### src/rtl/mem_arbiter.sv
// rtl/mem_arbiter.sv - two-requester round-robin sequencer for the shared memory port
module mem_arbiter #(
    parameter int AW      = 32,
    parameter int DW      = 32,
    parameter int TIMEOUT = 16
) (
    input  logic          iClk,
    input  logic          iRst,
    input  logic [AW-1:0] iP_Addr,
    input  logic [DW-1:0] iP_Data,
    input  logic          iP_Read,
    input  logic          iP_Write,
    output logic [DW-1:0] oP_Data,
    output logic          oP_Rdy,
    output logic          oP_Err,
    input  logic [AW-1:0] iD_Addr,
    input  logic [DW-1:0] iD_Data,
    input  logic          iD_Read,
    input  logic          iD_Write,
    output logic [DW-1:0] oD_Data,
    output logic          oD_Rdy,
    output logic          oD_Err,
    output logic [AW-1:0] oMemAddr,
    output logic [DW-1:0] oMemData,
    output logic          oMemRead,
    output logic          oMemWrite,
    input  logic [DW-1:0] iMemData,
    input  logic          iMemRdy
);

    localparam int CW = (TIMEOUT > 1) ? $clog2(TIMEOUT) : 1;

    typedef enum logic [1:0] {IDLE, BUSY, DONE} state_t;

    state_t          state_q;
    logic            last_q;
    logic            gnt_q;
    logic            wr_q;
    logic [CW-1:0]   cnt_q;
    logic [AW-1:0]   mem_addr_q;
    logic [DW-1:0]   mem_data_q;
    logic            mem_rd_q;
    logic            mem_wr_q;
    logic [DW-1:0]   p_data_q;
    logic            p_rdy_q;
    logic            p_err_q;
    logic [DW-1:0]   d_data_q;
    logic            d_rdy_q;
    logic            d_err_q;

    logic            p_req;
    logic            d_req;
    logic            gnt_d;
    logic            wr_d;
    logic [AW-1:0]   addr_d;
    logic [DW-1:0]   wdata_d;
    logic [DW-1:0]   rdata_d;
    logic            done_d;
    logic            timeout_d;

    always_comb begin
        p_req   = iP_Read | iP_Write;
        d_req   = iD_Read | iD_Write;
        gnt_d   = d_req;
        // Under contention the requester not served last wins.
        if (p_req && d_req) begin
            gnt_d = ~last_q;
        end
        wr_d      = gnt_d ? iD_Write : iP_Write;
        addr_d    = gnt_d ? iD_Addr  : iP_Addr;
        wdata_d   = gnt_d ? iD_Data  : iP_Data;
        timeout_d = (cnt_q == CW'(TIMEOUT - 1));
        done_d    = iMemRdy | timeout_d;
        rdata_d   = (iMemRdy && !wr_q) ? iMemData : '0;
    end

    always_ff @(posedge iClk) begin
        if (iRst) begin
            state_q    <= IDLE;
            last_q     <= 1'b1;
            gnt_q      <= 1'b0;
            wr_q       <= 1'b0;
            cnt_q      <= '0;
            mem_addr_q <= '0;
            mem_data_q <= '0;
            mem_rd_q   <= 1'b0;
            mem_wr_q   <= 1'b0;
            p_data_q   <= '0;
            p_rdy_q    <= 1'b0;
            p_err_q    <= 1'b0;
            d_data_q   <= '0;
            d_rdy_q    <= 1'b0;
            d_err_q    <= 1'b0;
        end else begin
            p_rdy_q <= 1'b0;
            p_err_q <= 1'b0;
            d_rdy_q <= 1'b0;
            d_err_q <= 1'b0;
            case (state_q)
                IDLE: begin
                    if (p_req || d_req) begin
                        gnt_q      <= gnt_d;
                        wr_q       <= wr_d;
                        mem_addr_q <= addr_d;
                        mem_data_q <= wdata_d;
                        mem_rd_q   <= ~wr_d;
                        mem_wr_q   <= wr_d;
                        cnt_q      <= '0;
                        state_q    <= BUSY;
                    end
                end
                BUSY: begin
                    if (done_d) begin
                        mem_rd_q <= 1'b0;
                        mem_wr_q <= 1'b0;
                        last_q   <= gnt_q;
                        state_q  <= DONE;
                        if (gnt_q) begin
                            d_data_q <= rdata_d;
                            d_rdy_q  <= 1'b1;
                            d_err_q  <= ~iMemRdy;
                        end else begin
                            p_data_q <= rdata_d;
                            p_rdy_q  <= 1'b1;
                            p_err_q  <= ~iMemRdy;
                        end
                    end else begin
                        cnt_q <= cnt_q + 1'b1;
                    end
                end
                DONE: begin
                    state_q <= IDLE;
                end
                default: begin
                    state_q <= IDLE;
                end
            endcase
        end
    end

    assign oMemAddr  = mem_addr_q;
    assign oMemData  = mem_data_q;
    assign oMemRead  = mem_rd_q;
    assign oMemWrite = mem_wr_q;
    assign oP_Data   = p_data_q;
    assign oP_Rdy    = p_rdy_q;
    assign oP_Err    = p_err_q;
    assign oD_Data   = d_data_q;
    assign oD_Rdy    = d_rdy_q;
    assign oD_Err    = d_err_q;

endmodule

### config.mk
export PLATFORM = sky130hd
export DESIGN_NAME = mem_arbiter
export DESIGN_NICKNAME = d
export VERILOG_FILES = /design/src/rtl/mem_arbiter.sv
export SDC_FILE = /design/constraint.sdc
export NUM_CORES = 1
export LEC_CHECK = 0
export ABC_AREA = 1
export BUFFER_PORTS_ARGS = -buffer_cell sky130_fd_sc_hd__buf_4
export CAP_MARGIN = 20
export CORE_MARGIN = 3
export CORE_UTILIZATION = 46
export DETAILED_ROUTE_END_ITERATION = 10
export HOLD_SLACK_MARGIN = 0.05
export PLACE_DENSITY_LB_ADDON = 0.25
export RECOVER_POWER = 25
export SYNTH_ARGS = -nofsm -noshare
export SYNTH_HDL_FRONTEND = slang
export SYNTH_SLANG_ARGS = --single-unit
### constraint.sdc
create_clock -name iClk -period 1.8 [get_ports iClk]
set_input_delay 0.09 -clock iClk [delete_from_list [all_inputs] [get_ports iClk]]
set_output_delay 0.09 -clock iClk [all_outputs]
set_load 0.02 [all_outputs]
==> results of run 1 <==
[where the power goes]
part,internal (mW),switching (mW)
registers,3.37,0.116
logic,0.862,1.09
clock network,2.68,1.40
[path summary, 6_finish.rpt]
check	end	slack, ns	from
setup / recovery	oMemData[4]$_SDFFE_PP0P_	0.10	iP_Write
hold / removal	oMemAddr[1]$_SDFFE_PP0P_	0.05	iP_Addr[1]
setup reg to reg	oMemAddr[7]$_SDFFE_PP0P_	0.14	last_q$_SDFFE_PP1P_
hold reg to reg	oD_Data[7]$_SDFFE_PP0P_	0.45	oD_Data[7]$_SDFFE_PP0P_
[state kept, by name, indices dropped and copies added (netlist names), 2 cells and up]
signal	count
oD_Data	32
oMemAddr	32
oMemData	32
oP_Data	32
cnt_q	4
state_q	2
[worst min-delay path, stage by stage]
cell	delay (ns)
buf_4	0.08
nand2_1	0.05
o21ai_1	0.09
nand2_1	0.07
nand2_1	0.05
[cell usage in the layout, fill, tap and decap left out, types with 2 or more instances in the layout]
cell           instances
nor2_1                49
clkbuf_8               2
buf_4                247
dlygate4sd3_1        144
clkbuf_1              69
nand3_1                5
a21oi_1               36
bufinv_16              6
inv_1                110
clkinv_4               3
nand2_4                2
o21ai_1               31
nand2_1              431
inv_6                  2
inv_2                  4
buf_12                 6
diode_2                2
clkbuf_16             18
o21ai_0               37
dfxtp_1              143
nor2_4                 3
[through the flow]
stage	hold slack (ns)	instance area, µm²
2_1_floorplan	0.2301	6031
3_3_place_gp	0.3538	8477
3_5_place_dp	0.3505	8477
4_1_cts	0.05447	10600
5_1_grt	0.07944	10390
6_report	0.05100	10390
[timing repair]
| action | 4_1_cts | 5_1_grt |
|---|---|---|
| gates resized for setup | 0 | 1 |
| hold endpoints to repair | 127 | 0 |
| endpoints found under the setup margin | 0 | 2 |
| setup buffers | 0 | 2 |
| hold buffers | 144 | 0 |
[kinds of logic (layout without fill, tap and decap cells)]
| kind of cell | count (synthesis) | in the layout | synth area share, % |
|---|---|---|---|
| compound gates | 105 | 105 | 8.817 |
| fa+ha+maj | 1 | 1 | 0.2074 |
| buf+inv | 160 | 612 | 11.31 |
| flops | 143 | 143 | 47.47 |
| other cells | 0 | 2 | 0 |
| simple gates | 496 | 496 | 32.20 |
[layer usage]
layer / track usage (%) / up-vias / wire [µm]
met5: 0 / - / 13
met4: 28.33 / 2 / 2224
met3: 11.09 / 189 / 2189
met2: 58.64 / 490 / 12160
met1: 33.93 / 3410 / 8519
li1: - / 3586 / -
[cell type report]
cell class	instances	area (µm²)
Antenna cell	2	5.005
Clock buffer	19	452.9
Clock inverter	12	231.5
Fill cell	784	2328
Inverter	114	427.9
Multi-Input combinational cell	602	2499
Sequential cell	143	2863
Tap cell	172	215.2
Timing Repair Buffer	467	3700
==> results.tsv, run 1 <==
stage	metric	value	unit
detailed_routing	DRC viols	0	
sta	Final Hold Fails	0	
setup_path	Setup CP Type	in -> reg	
synth	Syn Area/Cell	6.664	µm²
global_route	Total GRT Usage	34.40	%
setup_path	Arrival @ worst endpoint	2.01	ns
outcome	outcome	completed	
setup_path	WP data required	2.11	ns
worst_hold_path	hold crit path type	in -> reg	
synth	FFs w/ async S/R, synth	0	%
synth	top post-synthesis cells by count	431 x nand2_1, 143 x dfxtp_1, 110 x inv_1	
die	Die Y	120.5	µm
synth	area share of the largest cell type after synthesis	47.47	%
detailed_routing	Wirelength per Cell	16.40	µm
clocking	Worst-Skew Late Latency	0.42	ns
placed_design	RD Place Congestion	0.8104	
setup_path	Worst path top cell family by delay	buffers and inverters	
placed_design	PortBufs	300	
sta	Final setup viols	0	
die	Cell Rows	41	
synth	Synth cell types	23	
setup_path	CP most frequent cell	nand2_1	
synth	number of synthesized register bits	143	
synth	most common cell in the netlist	nand2_1	
die	Initial Utilization	47.40	%
setup_path	Crit. End Element	flip-flop	
layout	Layout Area Growth over Synthesis	72.34	%
placed_design	placed cells	1351	
global_route	initial antenna violation count	3	
layout	Final Util	81.70	%
global_route	vias in the first global route	7933	
synth	top cells by area, synth	dfxtp_1 47%, nand2_1 27%, inv_1 6.8%, o21ai_0 3.1%, nor2_1 3.0%	
setup_path	Critical Path Fanout Max	13	
synth	ys flop type	dfxtp_1	
global_route	first-pass GRT wire length	39.19	mm
run	max_cap viols	0	
detailed_routing	total wire length	25.11	mm
setup_path	crit-path cells	dlygate4sd3_1 > buf_4 > nor2_4 > o21bai_4 > buf_12 > nand2_1 > o21ai_0 > dlygate4sd3_1 > nand2_1 > nand2_1	
layout	Nets	1513	
synth	Post-Syn Nets	1073	
synth	top cell type by total area after synthesis	dfxtp_1	
pwr	Cell Pwr Density	915.4	nW/µm²
sta	Pins Over Slew Limit	0	
die	DIE AREA	14520	µm²
setup_path	Setup crit start kind	input port	
sta	RSZ-0062 raised after global routing	no	
die	Die Wd	120.5	µm
synth	Gate Count Post-Synth	905	
global_route	GRT overflow	0	
setup_path	Buffers & Inverters on Critical Path	4	
clocking	TritonCTS buffer count	17	
sta	clk_skew	0.008173	ns
detailed_routing	DRT iter0 DRCs	498	
sta	TNS Setup	0	ns
die	Boundary Pins	301	
layout	share of cells above drive strength 1	22.03	%
sta	Max-slew headroom	61.85	%
sta	fmax	588.7	MHz
setup_path	slowest stage delay, CP	0.58	ns
synth	Seq/Total Area, Yosys	47.47	%
detailed_routing	Routed Antenna Nets	0	
detailed_routing	Via-to-Cell Ratio	5.014	
clocking	clock transition at the registers of the reported paths	0.06	ns
synth	Mapped Area	6031	µm²
pwr	Worst IR Drop VDD	0.0006582	V
sta	Slew @ Worst Pin	0.5714	ns
sta	Tmin final	1.699	ns
detailed_routing	number of vias in the routed layout	7677	
layout	Cell Count, Final, Fillers Out	1531	
clocking	CTS tree	yes	
clocking	Sink Count	143	
setup_path	Worst Reg-to-Reg Cells	8	
worst_hold_path	Hold Path Depth	5	
setup_path	Critical-path top delay cell	dlygate4sd3_1	
detailed_routing	First-pass DRT Iterations	6	
sta	setup ws final	0.1015	ns
pwr	P_leak	5.411	nW
setup_path	Crit path depth	10	
pwr	Tot Pwr	9.515	mW
global_route	largest net degree at the start of global routing	39	
die	Core ar.	12720	µm²
sta	final worst path period share	94.36	%
placed_design	dpl ws	0.2574	ns
clocking	H-tree level count	4	
synth	yosys warns	0	
synth	EDFF count, synth	0	
clocking	CTS Buffer Depth	2	
clocking	CTS root buf	clkbuf_16	
placed_design	Post-DP HPWL	13.15	mm
(Power assumes the default switching activity.)
==> run 2: changes to the inputs <==
- CORE_ASPECT_RATIO: unset -> 1.1
==> run 2 against run 1 <==
Against the previous run: clock power shrank 12%; final cell count shrank 1.9%; worst setup slack lost 0.0051 ns; register-to-register slack lost 0.04 ns; critical path type is now reg -> reg; critical endpoint is now oMemAddr[15]$_SDFFE_PP0P_.
==> results.tsv, run 2 (same netlist as run 1, synthesis figures left out) <==
stage	metric	value	unit	change
outcome	outcome	completed		
pwr	register share of total power	38.8	%	+2.2 points
run	max_cap viols	0		unchanged
pwr	Pint	6.405	mW	-7.3%
pwr	Comb pwr share	21.1	%	+0.6 points
sta	hold slack	0.05746	ns	+0.006456 ns
placed_design	RD Place Congestion	0.8508		+5.0%
setup_path	CP most frequent cell	nand2_1		
global_route	initial antenna violation count	0		-3
sta	clk_skew	0.01225	ns	+0.004074 ns
detailed_routing	Wirelength per Cell	15.47	µm	-5.7%
pwr	clock power share	40.2	%	-2.7 points
detailed_routing	wire length on met2	11.51	mm	-5.4%
global_route	largest net degree at the start of global routing	101		+160%
sta	Final setup viols	0		unchanged
setup_path	crit path launch	last_q$_SDFFE_PP1P_		
detailed_routing	DRC viols	0		unchanged
sta	Slew @ Worst Pin	0.5792	ns	+0.007781 ns
clocking	CTS root buf	clkbuf_16		
global_route	first-pass GRT wire length	36.29	mm	-7.4%
global_route	GRT overflow	0		unchanged
detailed_routing	met3 routed WL	2.026	mm	-7.4%
clocking	H-tree level count	4		unchanged
layout	most common cell after layout, fill and taps aside	nand2_1		
worst_hold_path	hold crit path type	in -> reg		
sta	final worst path period share	94.65	%	+0.28 points
setup_path	Setup crit start kind	flip-flop		
setup_path	RR Startpoint	last_q$_SDFFE_PP1P_		
clocking	Post-CTS Setup Bufs	0		unchanged
worst_hold_path	min-delay src	iP_Addr[2]		
die	Die Y	126.1	µm	+4.6%
detailed_routing	First-pass DRT Iterations	6		unchanged
sta	fmax	587.0	MHz	-0.30%
detailed_routing	DRT iter0 DRCs	548		+10%
layout	Antenna Cells	0		-2
die	Core ar.	12700	µm²	-0.20%
die	DIE AREA	14520	µm²	about the same
clocking	Sink Count	143		unchanged
die	Cell Rows	43		+4.9%
detailed_routing	Routed Antenna Nets	0		unchanged
global_route	vias in the first global route	7552		-4.8%
sta	TNS Setup	0	ns	unchanged
pwr	Net Switching	2.563	mW	-1.5%
setup_path	Critical Path Fanout Max	30		+17
setup_path	crit-path cells	inv_1 > o21bai_4 > buf_12 > nand2_1 > o21ai_1 > dlygate4sd3_1 > nand2_1 > nand2_1		
pwr	Cell Pwr Density	879.4	nW/µm²	-3.9%
layout	Layout Area Growth over Synthesis	69.09	%	
setup_path	Worst path top cell family by delay	buffers and inverters		
detailed_routing	total wire length	23.23	mm	-7.5%
die	Boundary Pins	301		unchanged
detailed_routing	number of vias in the routed layout	7392		-3.7%
placed_design	PortBufs	300		unchanged
die	Die Wd	115.2	µm	-4.4%
pwr	Switching Share	28.58	%	+1.2 points
layout	commonest non-fill, non-tap cells in the layout	431 x nand2_1, 234 x buf_4, 143 x dfxtp_1, 143 x dlygate4sd3_1, 110 x inv_1		
sta	Pins Over Slew Limit	0		unchanged
placed_design	Post-DP HPWL	12.84	mm	-2.4%
sta	setup ws final	0.09637	ns	-0.005084 ns
setup_path	slowest stage delay, CP	0.56	ns	-0.02 ns
clocking	Worst-Skew Late Latency	0.41	ns	about the same
clocking	TritonCTS buffer count	17		unchanged
pwr	P_leak	5.332	nW	-1.5%
detailed_routing	DRT met1 WL	8.197	mm	-3.8%
clocking	CTS Buffer Depth	2		unchanged
clocking	clock transition at the registers of the reported paths	0.06	ns	about the same
detailed_routing	highest metal used	met4		
setup_path	Arrival @ worst endpoint	2.05	ns	+0.04 ns
setup_path	Critical-path top delay cell	dlygate4sd3_1		
global_route	Total GRT Usage	31.34	%	-3.1 points
layout	share of cells above drive strength 1	21.19	%	-0.84 points
sta	Final Hold Fails	0		unchanged
layout	Nets	1501		-0.79%
setup_path	WP data required	2.14	ns	+0.03 ns
setup_path	Buffers & Inverters on Critical Path	3		-1
setup_path	Setup CP Type	reg -> reg		
detailed_routing	Via-to-Cell Ratio	4.921		-1.9%
setup_path	Crit. End Element	flip-flop		
clocking	CTS tree	yes		
sta	Max-slew headroom	61.33	%	-0.52 points
sta	Tmin final	1.704	ns	+0.005084 ns
pwr	Worst IR Drop VDD	0.0007066	V	+7.4%
placed_design	dpl ws	0.2798	ns	+0.02243 ns
die	Initial Utilization	47.50	%	+0.093 points
[run 2: cell type report]
class	count	area, µm²
Inverter	114	427.9
Fill cell	858	2500
Timing Repair Buffer	455	3605
Sequential cell	143	2863
Clock buffer	17	425.4
Clock inverter	14	181.4
Multi-Input combinational cell	602	2499
Tap cell	157	196.4
[run 2: repair_timing]
action,4_1_cts,5_1_grt
hold endpoints to repair,123,0
resized for setup,0,7
hold buffers,146,0
setup endpoints to repair,0,12
[run 2: power by group through the flow]
stage / combinational [mW] / clock [mW] / sequential, mW
global placement: 1.58 / 0 / 3.53
CTS: 1.88 / 3.66 / 3.47
finish: 1.89 / 3.60 / 3.48
global route: 2.04 / 3.78 / 3.50
detailed placement: 1.59 / 0 / 3.54
floorplan: 0.618 / 0 / 3.76
[run 2: per-stage QoR]
step	instances	cell area (µm²)	power, mW	util (%)
after floorplan	905	6031	4.381	-
after global placement	1325	8363	5.114	65.87
after detailed placement	1325	8363	5.130	65.87
after CTS	1502	10430	9.007	82.15
after global routing	1502	10200	9.319	80.31
final	1502	10200	8.968	80.31
[run 2: worst reg2reg max path: stages (launching register included)]
cell and delay [ns]:
dfxtp_1 0.30, inv_1 0.09, o21bai_4 0.22, buf_12 0.19
nand2_1 0.08, o21ai_1 0.07, dlygate4sd3_1 0.56, nand2_1 0.06
nand2_1 0.09
[run 2: worst paths after layout]
check,to,slack (ns),cells after the start
max reg2reg,oMemAddr[15]$_SDFFE_PP0P_,0.1,8
min reg2reg,oD_Data[15]$_SDFFE_PP0P_,0.45,2
min,oMemAddr[2]$_SDFFE_PP0P_,0.06,5
max,oMemAddr[15]$_SDFFE_PP0P_,0.1,8
[run 2: metal layers]
metal	track usage, %	vias up
met2	55.14	387
met4	19.61	0
li1	-	3561
met3	9.899	124
met5	0	-
met1	31.52	3320
==> run 3: changes to the inputs <==
- MAX_ROUTING_LAYER: unset -> met4
==> run 3 against run 2 <==
Against the previous run: worst setup slack better by 0.0038 ns; worst hold slack improved by 0.00084 ns; critical path depth unchanged; power barely moved; first-iteration DRC count decreased by 7.1%; largest power group unchanged; sequential share of layout area unchanged; flip-flop and latch count unchanged; register-to-register slack hardly changed; via count is 0.38% higher; critical endpoint unchanged; die area unchanged.
==> results.tsv, run 3 (same netlist as run 1, synthesis figures left out) <==
stage	metric	value	unit	change
sta	TNS Setup	0	ns	unchanged
worst_hold_path	Hold Path Depth	5		unchanged
worst_hold_path	hold crit path type	in -> reg		
detailed_routing	DRT iter0 DRCs	509		-7.1%
detailed_routing	total wire length	23.16	mm	-0.29%
pwr	Pint	6.405	mW	about the same
clocking	TritonCTS buffer count	17		unchanged
placed_design	placed cells	1325		unchanged
sta	fmax	588.3	MHz	+0.22%
layout	most common cell after layout, fill and taps aside	nand2_1		
setup_path	WP data required	2.15	ns	about the same
detailed_routing	DRC viols	0		unchanged
layout	commonest non-fill, non-tap cells in the layout	431 x nand2_1, 234 x buf_4, 143 x dfxtp_1, 143 x dlygate4sd3_1, 110 x inv_1		
global_route	Total GRT Usage	32.21	%	+0.87 points
global_route	first-pass GRT wire length	36.18	mm	-0.33%
setup_path	Setup CP Type	reg -> reg		
layout	share of cells above drive strength 1	21.19	%	unchanged
setup_path	Arrival @ worst endpoint	2.05	ns	about the same
pwr	Worst IR Drop VDD	0.0007065	V	about the same
pwr	clock power share	40.2	%	about the same
run	max_cap viols	0		unchanged
sta	hold slack	0.05830	ns	+0.0008408 ns
layout	Nets	1501		unchanged
setup_path	Critical Path Fanout Max	30		unchanged
clocking	H-tree level count	4		unchanged
layout	Final Util	80.31	%	unchanged
setup_path	reg2reg setup slack	0.10	ns	about the same
sta	clk_skew	0.01896	ns	+0.006710 ns
sta	Slew @ Worst Pin	0.5740	ns	-0.005237 ns
pwr	Comb pwr share	21.1	%	about the same
setup_path	slowest stage delay, CP	0.56	ns	about the same
clocking	CTS tree	yes		
sta	Final setup viols	0		unchanged
detailed_routing	number of vias in the routed layout	7420		+0.38%
clocking	CTS Buffer Depth	2		unchanged
setup_path	Setup crit start kind	flip-flop		
placed_design	Area after DPL	8363	µm²	unchanged
clocking	CTS root buf	clkbuf_16		
setup_path	CP most frequent cell	nand2_1		
placed_design	RD Place Congestion	0.8642		+1.6%
setup_path	FF-to-FF End	oMemAddr[15]$_SDFFE_PP0P_		
pwr	Net Switching	2.563	mW	about the same
detailed_routing	Routed Antenna Nets	0		unchanged
pwr	Cell Pwr Density	879.4	nW/µm²	about the same
global_route	GRT overflow	0		unchanged
layout	Cell Count, Final, Fillers Out	1502		unchanged
sta	final worst path period share	94.43	%	-0.21 points
sta	Tmin final	1.700	ns	-0.003807 ns
die	Core ar.	12700	µm²	unchanged
die	Die Y	126.1	µm	unchanged
die	Initial Utilization	47.50	%	unchanged
worst_hold_path	min-delay src	iP_Addr[2]		
outcome	outcome	completed		
pwr	Tot Pwr	8.968	mW	about the same
setup_path	Critical-path top delay cell	dlygate4sd3_1		
clocking	Worst-Skew Late Latency	0.42	ns	about the same
worst_hold_path	hold worst-path end	oMemAddr[2]$_SDFFE_PP0P_		
sta	Final Hold Fails	0		unchanged
die	Cell Rows	43		unchanged
sta	Pins Over Slew Limit	0		unchanged
setup_path	Worst Reg-to-Reg Cells	8		unchanged
layout	Layout Area Growth over Synthesis	69.09	%	unchanged
sta	setup ws final	0.1002	ns	+0.003807 ns
detailed_routing	Wirelength per Cell	15.42	µm	-0.29%
layout	Antenna Cells	0		unchanged
placed_design	dpl ws	0.2798	ns	unchanged
placed_design	PortBufs	300		unchanged
clocking	Post-CTS Setup Bufs	0		unchanged
die	Die Wd	115.2	µm	unchanged
layout	Design Area, Final	10200	µm²	unchanged
global_route	vias in the first global route	7559		+0.093%
pwr	P_leak	5.332	nW	unchanged
clocking	Sink Count	143		unchanged
placed_design	Post-DP HPWL	12.84	mm	unchanged
clocking	clock transition at the registers of the reported paths	0.06	ns	about the same
detailed_routing	Via-to-Cell Ratio	4.940		+0.38%
global_route	largest net degree at the start of global routing	101		unchanged
setup_path	RR Startpoint	last_q$_SDFFE_PP1P_		
setup_path	Buffers & Inverters on Critical Path	3		unchanged
global_route	initial antenna violation count	0		unchanged
pwr	register share of total power	38.8	%	about the same
setup_path	crit-path cells	inv_1 > o21bai_4 > buf_12 > nand2_1 > o21ai_1 > dlygate4sd3_1 > nand2_1 > nand2_1		
setup_path	Crit. End Element	flip-flop		
die	DIE AREA	14520	µm²	unchanged
pwr	Switching Share	28.58	%	about the same
sta	Max-slew headroom	61.68	%	+0.35 points
setup_path	Worst path top cell family by delay	buffers and inverters		
die	Boundary Pins	301		unchanged
detailed_routing	First-pass DRT Iterations	5		-1
## run 3: cell counts in the layout (fill, tap and decap cells not counted)
Identical to the previous run, type by type.
## run 3: worst max path at each step
| stage | from | end | slack, ns | depth (start not counted) |
|---|---|---|---|---|
| floorplan | cnt_q[1]$_SDFFE_PP0P_ | oD_Data[10]$_SDFFE_PP0P_ | 0.47 | 8 |
| global placement | cnt_q[1]$_SDFFE_PP0P_ | oP_Data[0]$_SDFFE_PP0P_ | 0.34 | 9 |
| detailed placement | cnt_q[1]$_SDFFE_PP0P_ | oD_Data[1]$_SDFFE_PP0P_ | 0.28 | 9 |
| CTS | iP_Write | oMemAddr[23]$_SDFFE_PP0P_ | 0.01 | 10 |
| global route | last_q$_SDFFE_PP1P_ | oMemAddr[15]$_SDFFE_PP0P_ | -0.005 | 8 |
| finish | last_q$_SDFFE_PP1P_ | oMemAddr[15]$_SDFFE_PP0P_ | 0.10 | 8 |
## run 3: power by group through the flow
| stage | sequential (mW) | clock [mW] | combinational, mW |
|---|---|---|---|
| final | 3.48 | 3.60 | 1.89 |
| after global routing | 3.50 | 3.78 | 2.04 |
| after global placement | 3.53 | 0 | 1.58 |
| after CTS | 3.47 | 3.66 | 1.88 |
| after floorplan | 3.76 | 0 | 0.618 |
| after detailed placement | 3.54 | 0 | 1.59 |
## run 3: layout make-up
cell class	instances	area (µm²)
clock buffer	17	425.4
inverter	114	427.9
sequential	143	2863
timing repair buffer	455	3605
fill	856	2500
clock inverter	14	181.4
multi-input combinational	602	2499
tap	157	196.4
## run 3: worst min-delay path, stage by stage
cell and delay, ns:
buf_4 0.08, nand2_1 0.05, o21ai_1 0.09, nand2_1 0.06, nand2_1 0.06
## run 3: what timing repair did
| item | CTS | global route |
|---|---|---|
| hold buffers | 146 | 0 |
| hold endpoints to repair | 123 | 0 |
| resized for setup | 0 | 7 |
| setup endpoints to repair | 0 | 12 |
## run 3: routing by layer
| layer | track usage, % | share of wire [%] | vias to the layer above |
|---|---|---|---|
| met5 | - | 0 | - |
| met4 | 20.86 | 6.6 | 0 |
| met3 | 8.313 | 8.5 | 128 |
| met2 | 55.01 | 50 | 395 |
| met1 | 31.98 | 35 | 3329 |
| li1 | - | - | 3568 |
